File: src/rtl/router_pkg.sv
// rtl/router_pkg.sv - shared defaults and helpers for the N-channel router sync block
package router_pkg;

  localparam int NUM_CH_DEF  = 3;
  localparam int ADDR_W_DEF  = 2;
  localparam int TIMEOUT_DEF = 30;
  localparam int CNT_W_DEF   = 5;
  localparam int MAX_CH      = 16;

  // One-hot decode of a channel number; out-of-range numbers decode to all zeros
  // so a rejected address can never select a FIFO.
  function automatic logic [MAX_CH-1:0] onehot(input logic [7:0] sel, input int n);
    logic [MAX_CH-1:0] v;
    v = '0;
    if (int'(sel) < n && int'(sel) < MAX_CH) begin
      v[sel[3:0]] = 1'b1;
    end
    return v;
  endfunction

endpackage

File: src/rtl/router_wd_ctr.sv
// rtl/router_wd_ctr.sv - per-channel stall watchdog producing a one-cycle soft_reset pulse
// Ports:
//   clock, reset  : posedge clock, synchronous active-high reset
//   empty         : FIFO empty flag for this channel
//   read_enb      : downstream read strobe for this channel
//   wd_en         : watchdog enable; 0 holds the counter at zero
//   soft_reset    : one-cycle pulse after TIMEOUT consecutive unread-valid cycles
module router_wd_ctr #(
  parameter int TIMEOUT = 30,
  parameter int CNT_W   = 5
) (
  input  logic clock,
  input  logic reset,
  input  logic empty,
  input  logic read_enb,
  input  logic wd_en,
  output logic soft_reset
);

  localparam logic [CNT_W-1:0] LAST = CNT_W'(TIMEOUT - 1);

  logic [CNT_W-1:0] cnt;

  // Activity (read/empty/disabled) takes priority over expiry, so a read on the
  // would-be expiry cycle suppresses the pulse.
  always_ff @(posedge clock) begin
    if (reset) begin
      cnt        <= '0;
      soft_reset <= 1'b0;
    end else if (empty || read_enb || !wd_en) begin
      cnt        <= '0;
      soft_reset <= 1'b0;
    end else if (cnt == LAST) begin
      cnt        <= '0;
      soft_reset <= 1'b1;
    end else begin
      cnt        <= cnt + 1'b1;
      soft_reset <= 1'b0;
    end
  end

endmodule

File: src/rtl/router_sync_n.sv
// rtl/router_sync_n.sv - address latch, write steering and stall watchdogs for an N-output router
// Ports:
//   clock, reset             : posedge clock, synchronous active-high reset
//   detect_add, data_in      : header address capture from the router FSM
//   write_enb_reg            : FSM request to write payload to the selected FIFO
//   wd_en, full, empty, read_enb : per-channel watchdog enables and FIFO status
//   write_enb                : one-hot FIFO write enable (combinational)
//   fifo_full                : full flag of the selected channel, 0 when address rejected
//   addr_err, addr_valid     : address range check results
//   soft_reset               : per-channel watchdog expiry pulses
//   vld_out                  : ~empty
module router_sync_n
  import router_pkg::*;
#(
  parameter int NUM_CH  = NUM_CH_DEF,
  parameter int ADDR_W  = ADDR_W_DEF,
  parameter int TIMEOUT = TIMEOUT_DEF,
  parameter int CNT_W   = CNT_W_DEF
) (
  input  logic              clock,
  input  logic              reset,
  input  logic              detect_add,
  input  logic              write_enb_reg,
  input  logic [ADDR_W-1:0] data_in,
  input  logic [NUM_CH-1:0] wd_en,
  input  logic [NUM_CH-1:0] full,
  input  logic [NUM_CH-1:0] empty,
  input  logic [NUM_CH-1:0] read_enb,
  output logic [NUM_CH-1:0] write_enb,
  output logic              fifo_full,
  output logic              addr_err,
  output logic              addr_valid,
  output logic [NUM_CH-1:0] soft_reset,
  output logic [NUM_CH-1:0] vld_out
);

  logic [ADDR_W-1:0] sel;
  logic [MAX_CH-1:0] sel_onehot;
  logic [NUM_CH-1:0] sel_mask;

  always_ff @(posedge clock) begin
    if (reset) begin
      sel        <= '0;
      addr_valid <= 1'b1;
      addr_err   <= 1'b0;
    end else if (detect_add) begin
      sel        <= data_in;
      addr_valid <= (int'(data_in) < NUM_CH);
      addr_err   <= (int'(data_in) >= NUM_CH);
    end else begin
      addr_err   <= 1'b0;
    end
  end

  assign sel_onehot = onehot(8'(sel), NUM_CH);
  assign sel_mask   = sel_onehot[NUM_CH-1:0];

  // A rejected address drops the payload and reports not-full so the FSM drains it.
  assign write_enb = (write_enb_reg && addr_valid) ? sel_mask : '0;
  assign fifo_full = addr_valid && |(full & sel_mask);
  assign vld_out   = ~empty;

  for (genvar i = 0; i < NUM_CH; i++) begin : g_wd
    router_wd_ctr #(
      .TIMEOUT(TIMEOUT),
      .CNT_W  (CNT_W)
    ) u_wd (
      .clock     (clock),
      .reset     (reset),
      .empty     (empty[i]),
      .read_enb  (read_enb[i]),
      .wd_en     (wd_en[i]),
      .soft_reset(soft_reset[i])
    );
  end

endmodule

File: config.mk
export PLATFORM = sky130hd
export DESIGN_NAME = router_sync_n
export DESIGN_NICKNAME = d
export VERILOG_FILES = /design/src/rtl/router_pkg.sv /design/src/rtl/router_wd_ctr.sv /design/src/rtl/router_sync_n.sv
export SDC_FILE = /design/constraint.sdc
export NUM_CORES = 1
export LEC_CHECK = 0
export CAP_MARGIN = 30
export CORE_MARGIN = 2
export CORE_UTILIZATION = 43
export CTS_BUF_LIST = sky130_fd_sc_hd__clkbuf_4
export CTS_CLUSTER_DIAMETER = 40
export DETAILED_ROUTE_END_ITERATION = 6
export GPL_TIMING_DRIVEN = 0
export PLACE_DENSITY_LB_ADDON = 0.12
export SYNTH_ARGS = -nofsm -noshare
export SYNTH_HDL_FRONTEND = slang
export SYNTH_SLANG_ARGS = --single-unit
export TNS_END_PERCENT = 5
File: constraint.sdc
create_clock -name clock -period 2.7 [get_ports clock]
set_input_delay 0.27 -clock clock [delete_from_list [all_inputs] [get_ports clock]]
set_output_delay 0.27 -clock clock [all_outputs]
set_load 0.1 [all_outputs]
## After elaboration in Yosys (flattened, before gate mapping)

Index checks and enable logic that the tools add are counted.

- Word-level logic and storage cells: 50
- Register bits: 22

- $add $sub $neg: 3
- Magnitude comparators: 5
- Reductions and logical operators: 20
- Equal/unequal tests: 3
- Muxes and demuxes: 7
- Bitwise logic cells: 3

Operators with widths:

| kind | number |
|---|---|
| $add A5 B1 Y5 const B | 3 |
| $eq A5 B5 Y1 const B | 3 |
| $reduce_or A3 Y1 | 4 |
| $reduce_or A2 Y1 | 4 |
| $logic_or A1 B1 Y1 | 6 |
| $mux W3 | 2 |
| $lt A2 B5 Y1 const B | 1 |
| $lt A2 B2 Y1 const B | 2 |
| $mux W1 | 4 |
| $and A3 B3 Y3 | 1 |
| $logic_and A1 B1 Y1 | 3 |
| $logic_not A1 Y1 | 3 |
| $not A3 Y3 | 1 |
| $demux W1 S2 | 1 |
| $ge A2 B1 Y1 const B | 1 |
| $ge A2 B2 Y1 const B | 1 |
| $not A1 Y1 | 1 |

## Longest topological paths before layout

- Depth in word-level cells: 8
- Depth in mapped cells: 5
- Mapped depth without buffers: 5

## Modules after synthesis

From an unflattened synthesis, not the netlist that was laid out.

- Cell total of the unflattened synthesis: 93
- Area total of the unflattened synthesis: 909.6 µm²

By module, submodules not included:

| module | cells an instance | area an instance (µm²) | seq. area each (µm²) | times used |
|---|---|---|---|---|
| router_wd_ctr | 23 | 237.7 | 120.1 | 3 |
| router_sync_n | 24 | 196.4 | 80.1 | 1 |

## Least setup slack after synthesis

OpenSTA, ideal clock, no wires.

- Path type: reg2out
- From: register addr_valid
- To: output write_enb[1]
- Data arrival time: 3415 ps
- Buffers on the path: 0
- Cell stages (with the launch flop): 3
- Slack: -985 ps
- Path through: dfxtp_1 > nand2_1 > nor3b_1

- Word-level cells in the longest chain between the ends: 2

RTL lines:

| item | line | RTL |
|---|---|---|
| start, declared | router_sync_n.sv:32 | `output logic addr_valid,` |
| start signal, assigned | router_sync_n.sv:48 | `addr_valid <= (int'(data_in) < NUM_CH);` |
| $logic_and A1 B1 Y1 | router_sync_n.sv:59 | `assign write_enb = (write_enb_reg && addr_valid) ? sel_mask : '0;` |
| $mux W3 | router_sync_n.sv:59 |  |
| end, declared | router_sync_n.sv:29 | `output logic [NUM_CH-1:0] write_enb,` |

Every way passes these cells.

## Worst setup path after layout

- From: register sel[0]
- To: output fifo_full

- Word-level cells in the longest chain between the ends: 8
- Elaborated cells on any way between the ends: 10
- Classes of those cells: order compare (3); mux (3); bitwise (1); reduce/logical (3)

RTL lines:

| item | line | RTL |
|---|---|---|
| start, declared | router_sync_n.sv:37 | `logic [ADDR_W-1:0] sel;` |
| start signal, assigned | router_sync_n.sv:47 | `sel <= data_in;` |
| $lt A2 B5 Y1 (implied by the code) / $ge A2 B1 Y1 (equally long branches) | router_pkg.sv:16 | `v[sel[3:0]] = 1'b1;` |
| $logic_and A1 B1 Y1 (implied by the code) | router_pkg.sv:16 |  |
| $mux W1 (implied by the code) | router_pkg.sv:16 |  |
| $demux W1 S2 | router_pkg.sv:16 |  |
| $mux W3 * | router_pkg.sv:15 | `if (int'(sel) < n && int'(sel) < MAX_CH) begin` |
| $and A3 B3 Y3 * | router_sync_n.sv:60 | `assign fifo_full = addr_valid && \|(full & sel_mask);` |
| $reduce_or A3 Y1 * | router_sync_n.sv:60 |  |
| $logic_and A1 B1 Y1 * | router_sync_n.sv:60 |  |
| end, declared | router_sync_n.sv:30 | `output logic fifo_full,` |

Mark *: on every way between the ends. The rest lies on a longest branch, timed or not.

==> flow_summary.toml <==
[routing]
via_count = 715
dr.pass1.iters = 4
wl_per_cell_um = 10.6
via_per_inst = 4.64
ant_nets = 0
drc_errors = 0
wl_mm = 1.63
drt_iter0_drc = 2

[sta]
fin_crit_ns = 2.49
whs_ns = 0.474
clock.fmax_mhz = 401
fin_ws_ns = 0.205
drv_slew = 0
setup_viol = 0
hold_violations = 0
worst_pin_slew_ns = 0.978
post-route-period-util_pct = 92.4
rsz0062_at_grt = "no"
finalClockSkew_ns = 0.00542
relSlewSlack_pct = 34.6

[global_routing]
overflow = 0
antenna_found_initial = 0
grt_pass1_wl_mm = 2.84
grt_pass1_vias = 683
grt_start_max_net_pins = 12
grtUsageTotal_pct = 14.9

[power_and_ir_drop]
total_power_mw = 0.585
comb_power_share_pct = 19.9
seqPwrFrac_pct = 56.9
clkPwrFrac_pct = 23.2
switching_share_pct = 27.7
vdd_drop_max_mv = 0.374
power_leakage_nw = 0.478
netSwitchingPower_mw = 0.162
p_int_mw = 0.423
powerDensity_nw_per_um2 = 458

[placed_design]
gp_congestion = 0.813
io_buffers = 29
place_inst = 151
dp_slack_ns = 0.237
hpwl_mm = 1.34

[clocking]
clock_sink_count = 22
cts-buffers-inserted = 3
postCtsResizedCells = 0
clkTransAtPathRegs_ns = 0.10
clk_latency_ns = 0.29
h-tree-depth = 1
cts_tree = "done"
ctsHoldBuffers = 0
post_cts_buffers = 0
cts_root_buf = "clkbuf_4"
clockBufferDepth = 2

[floorplan]
dieHeight_um = 50.2
dieArea_um2 = 2520
boundaryPins = 30
core-area_um2 = 1980
start_util_pct = 46.3
fp.dieW_um = 50.2
rows = 16

[logic_synthesis]
synth.avg_cell_area_um2 = 9.65
synth_cell_type_count = 20
ys_warn_count = 0
ys_ff_latch = 22
synth_area_um2 = 917
syn-num-nets = 119
yosysSeqAreaShare_pct = 48.0
synthCells = 95

[cells_and_area]
layout-drive-gt1-share_pct = 9.45
multi_input_area_um2 = 447
fillers = 174
layout.cells.non_filler = 154
antennaDiodeCount = 0
final_net_count = 153
mostFrequentLayoutCells = "clkdlybuf4s50_1, dfxtp_1, nor2_1"
synthToLayoutAreaGrowth_pct = 39.4
final_common_cell = "clkdlybuf4s50_1"
regArea_um2 = 440
fin_util_pct = 64.5

[outcome]
outcome = "complete, no violations"

[setup_path]
cp.required_ns = 2.43
worst-path-max-fanout = 6
critical_path_class = "flip-flop to primary output"
setup.worst_path.start_class = "flip-flop"
arrival_ns = 2.22
cp-end-kind = "primary output"

[run]
maxCapViolCount = 0

[worst_hold_path]
min_path_type = "flip-flop to flip-flop"
[worst paths after layout]
kind	start	to	slack [ns]	depth (start not counted)
worst min-delay path	g_wd[2].u_wd.cnt[0]	g_wd[2].u_wd.cnt[0]	0.47	1
worst max-delay path	sel[0]	fifo_full	0.21	4
worst max register to register	g_wd[0].u_wd.cnt[1]	g_wd[0].u_wd.cnt[3]	1.69	5
worst min register to register	g_wd[2].u_wd.cnt[0]	g_wd[2].u_wd.cnt[0]	0.47	1
[logic make-up after synthesis]
family | count (synthesis) | synth area share [%]
buffers and inverters | 9 | 4.91
xor gates and xnor gates | 9 | 8.60
muxes | 2 | 2.18
and+or+nand+nor | 45 | 27.0
adders and majority gates | 6 | 8.19
DFF | 22 | 48.0
AOI/OAI and AO/OA | 2 | 1.09
[sequential cells by signal, summed over array words and instances, names as in the netlist]
register and cells:
g_wd.u_wd.soft_reset 3, addr_valid 1, g_wd.u_wd.cnt 15, sel 2
addr_err 1
[critical path, cell delays in order, from the launching register on]
cell,delay (ns)
dfxtp_1,0.46
mux2i_1,0.10
o21ai_0,0.13
and2_1,0.13
clkdlybuf4s50_1,1.12
[metrics by stage]
stage | setup TNS [ns] | area, um2
2_1_floorplan | -0.165 | 932
3_3_place_gp | 0 | 1260
3_5_place_dp | 0 | 1260
4_1_cts | 0 | 1280
5_1_grt | 0 | 1280
6_report | 0 | 1280
[Yosys cell counts]
| master | number | area, um2 |
|---|---|---|
| a21oi_1 | 1 | 5.00 |
| and2_1 | 1 | 6.26 |
| buf_4 | 3 | 22.5 |
| dfxtp_1 | 22 | 440 |
| ha_1 | 6 | 75.1 |
| inv_1 | 6 | 22.5 |
| mux2i_1 | 2 | 20.0 |
| nand2_1 | 5 | 18.8 |
| nand2b_1 | 1 | 6.26 |
| nand3_1 | 6 | 30.0 |
| nand3b_1 | 1 | 7.51 |
| nand4_1 | 3 | 18.8 |
| nor2_1 | 17 | 63.8 |
| nor2b_1 | 3 | 18.8 |
| nor3_1 | 2 | 10.0 |
| nor3b_1 | 3 | 22.5 |
| nor4b_2 | 3 | 45.0 |
| o21ai_0 | 1 | 5.00 |
| xnor2_1 | 3 | 26.3 |
| xor2_1 | 6 | 52.6 |
[per-layer routing]
layer,share of wire (%),vias up,track usage (%)
li1,-,374,-
met1,42,322,16.4
met2,51,17,26.3
met3,5.5,2,3.27
met4,1.4,0,8.33
met5,0,-,0
[area by class of cell]
cell class | instances | area share (%)
inverter | 6 | 1.76
timing repair buffer | 29 | 22.7
clock buffer | 3 | 1.76
sequential | 22 | 34.4
buffer | 3 | 1.76
tap | 27 | 2.64
multi-input combinational | 64 | 34.9
[power groups by stage]
| stage | Clock [mW] | Sequential (mW) | Combinational, mW |
|---|---|---|---|
| floorplan | 0 | 0.347 | 0.0646 |
| detailed placement | 0 | 0.341 | 0.117 |
| CTS | 0.142 | 0.333 | 0.118 |
| global route | 0.158 | 0.335 | 0.122 |
| global placement | 0 | 0.341 | 0.116 |
| finish | 0.136 | 0.333 | 0.116 |
(Power assumes the default switching activity.)
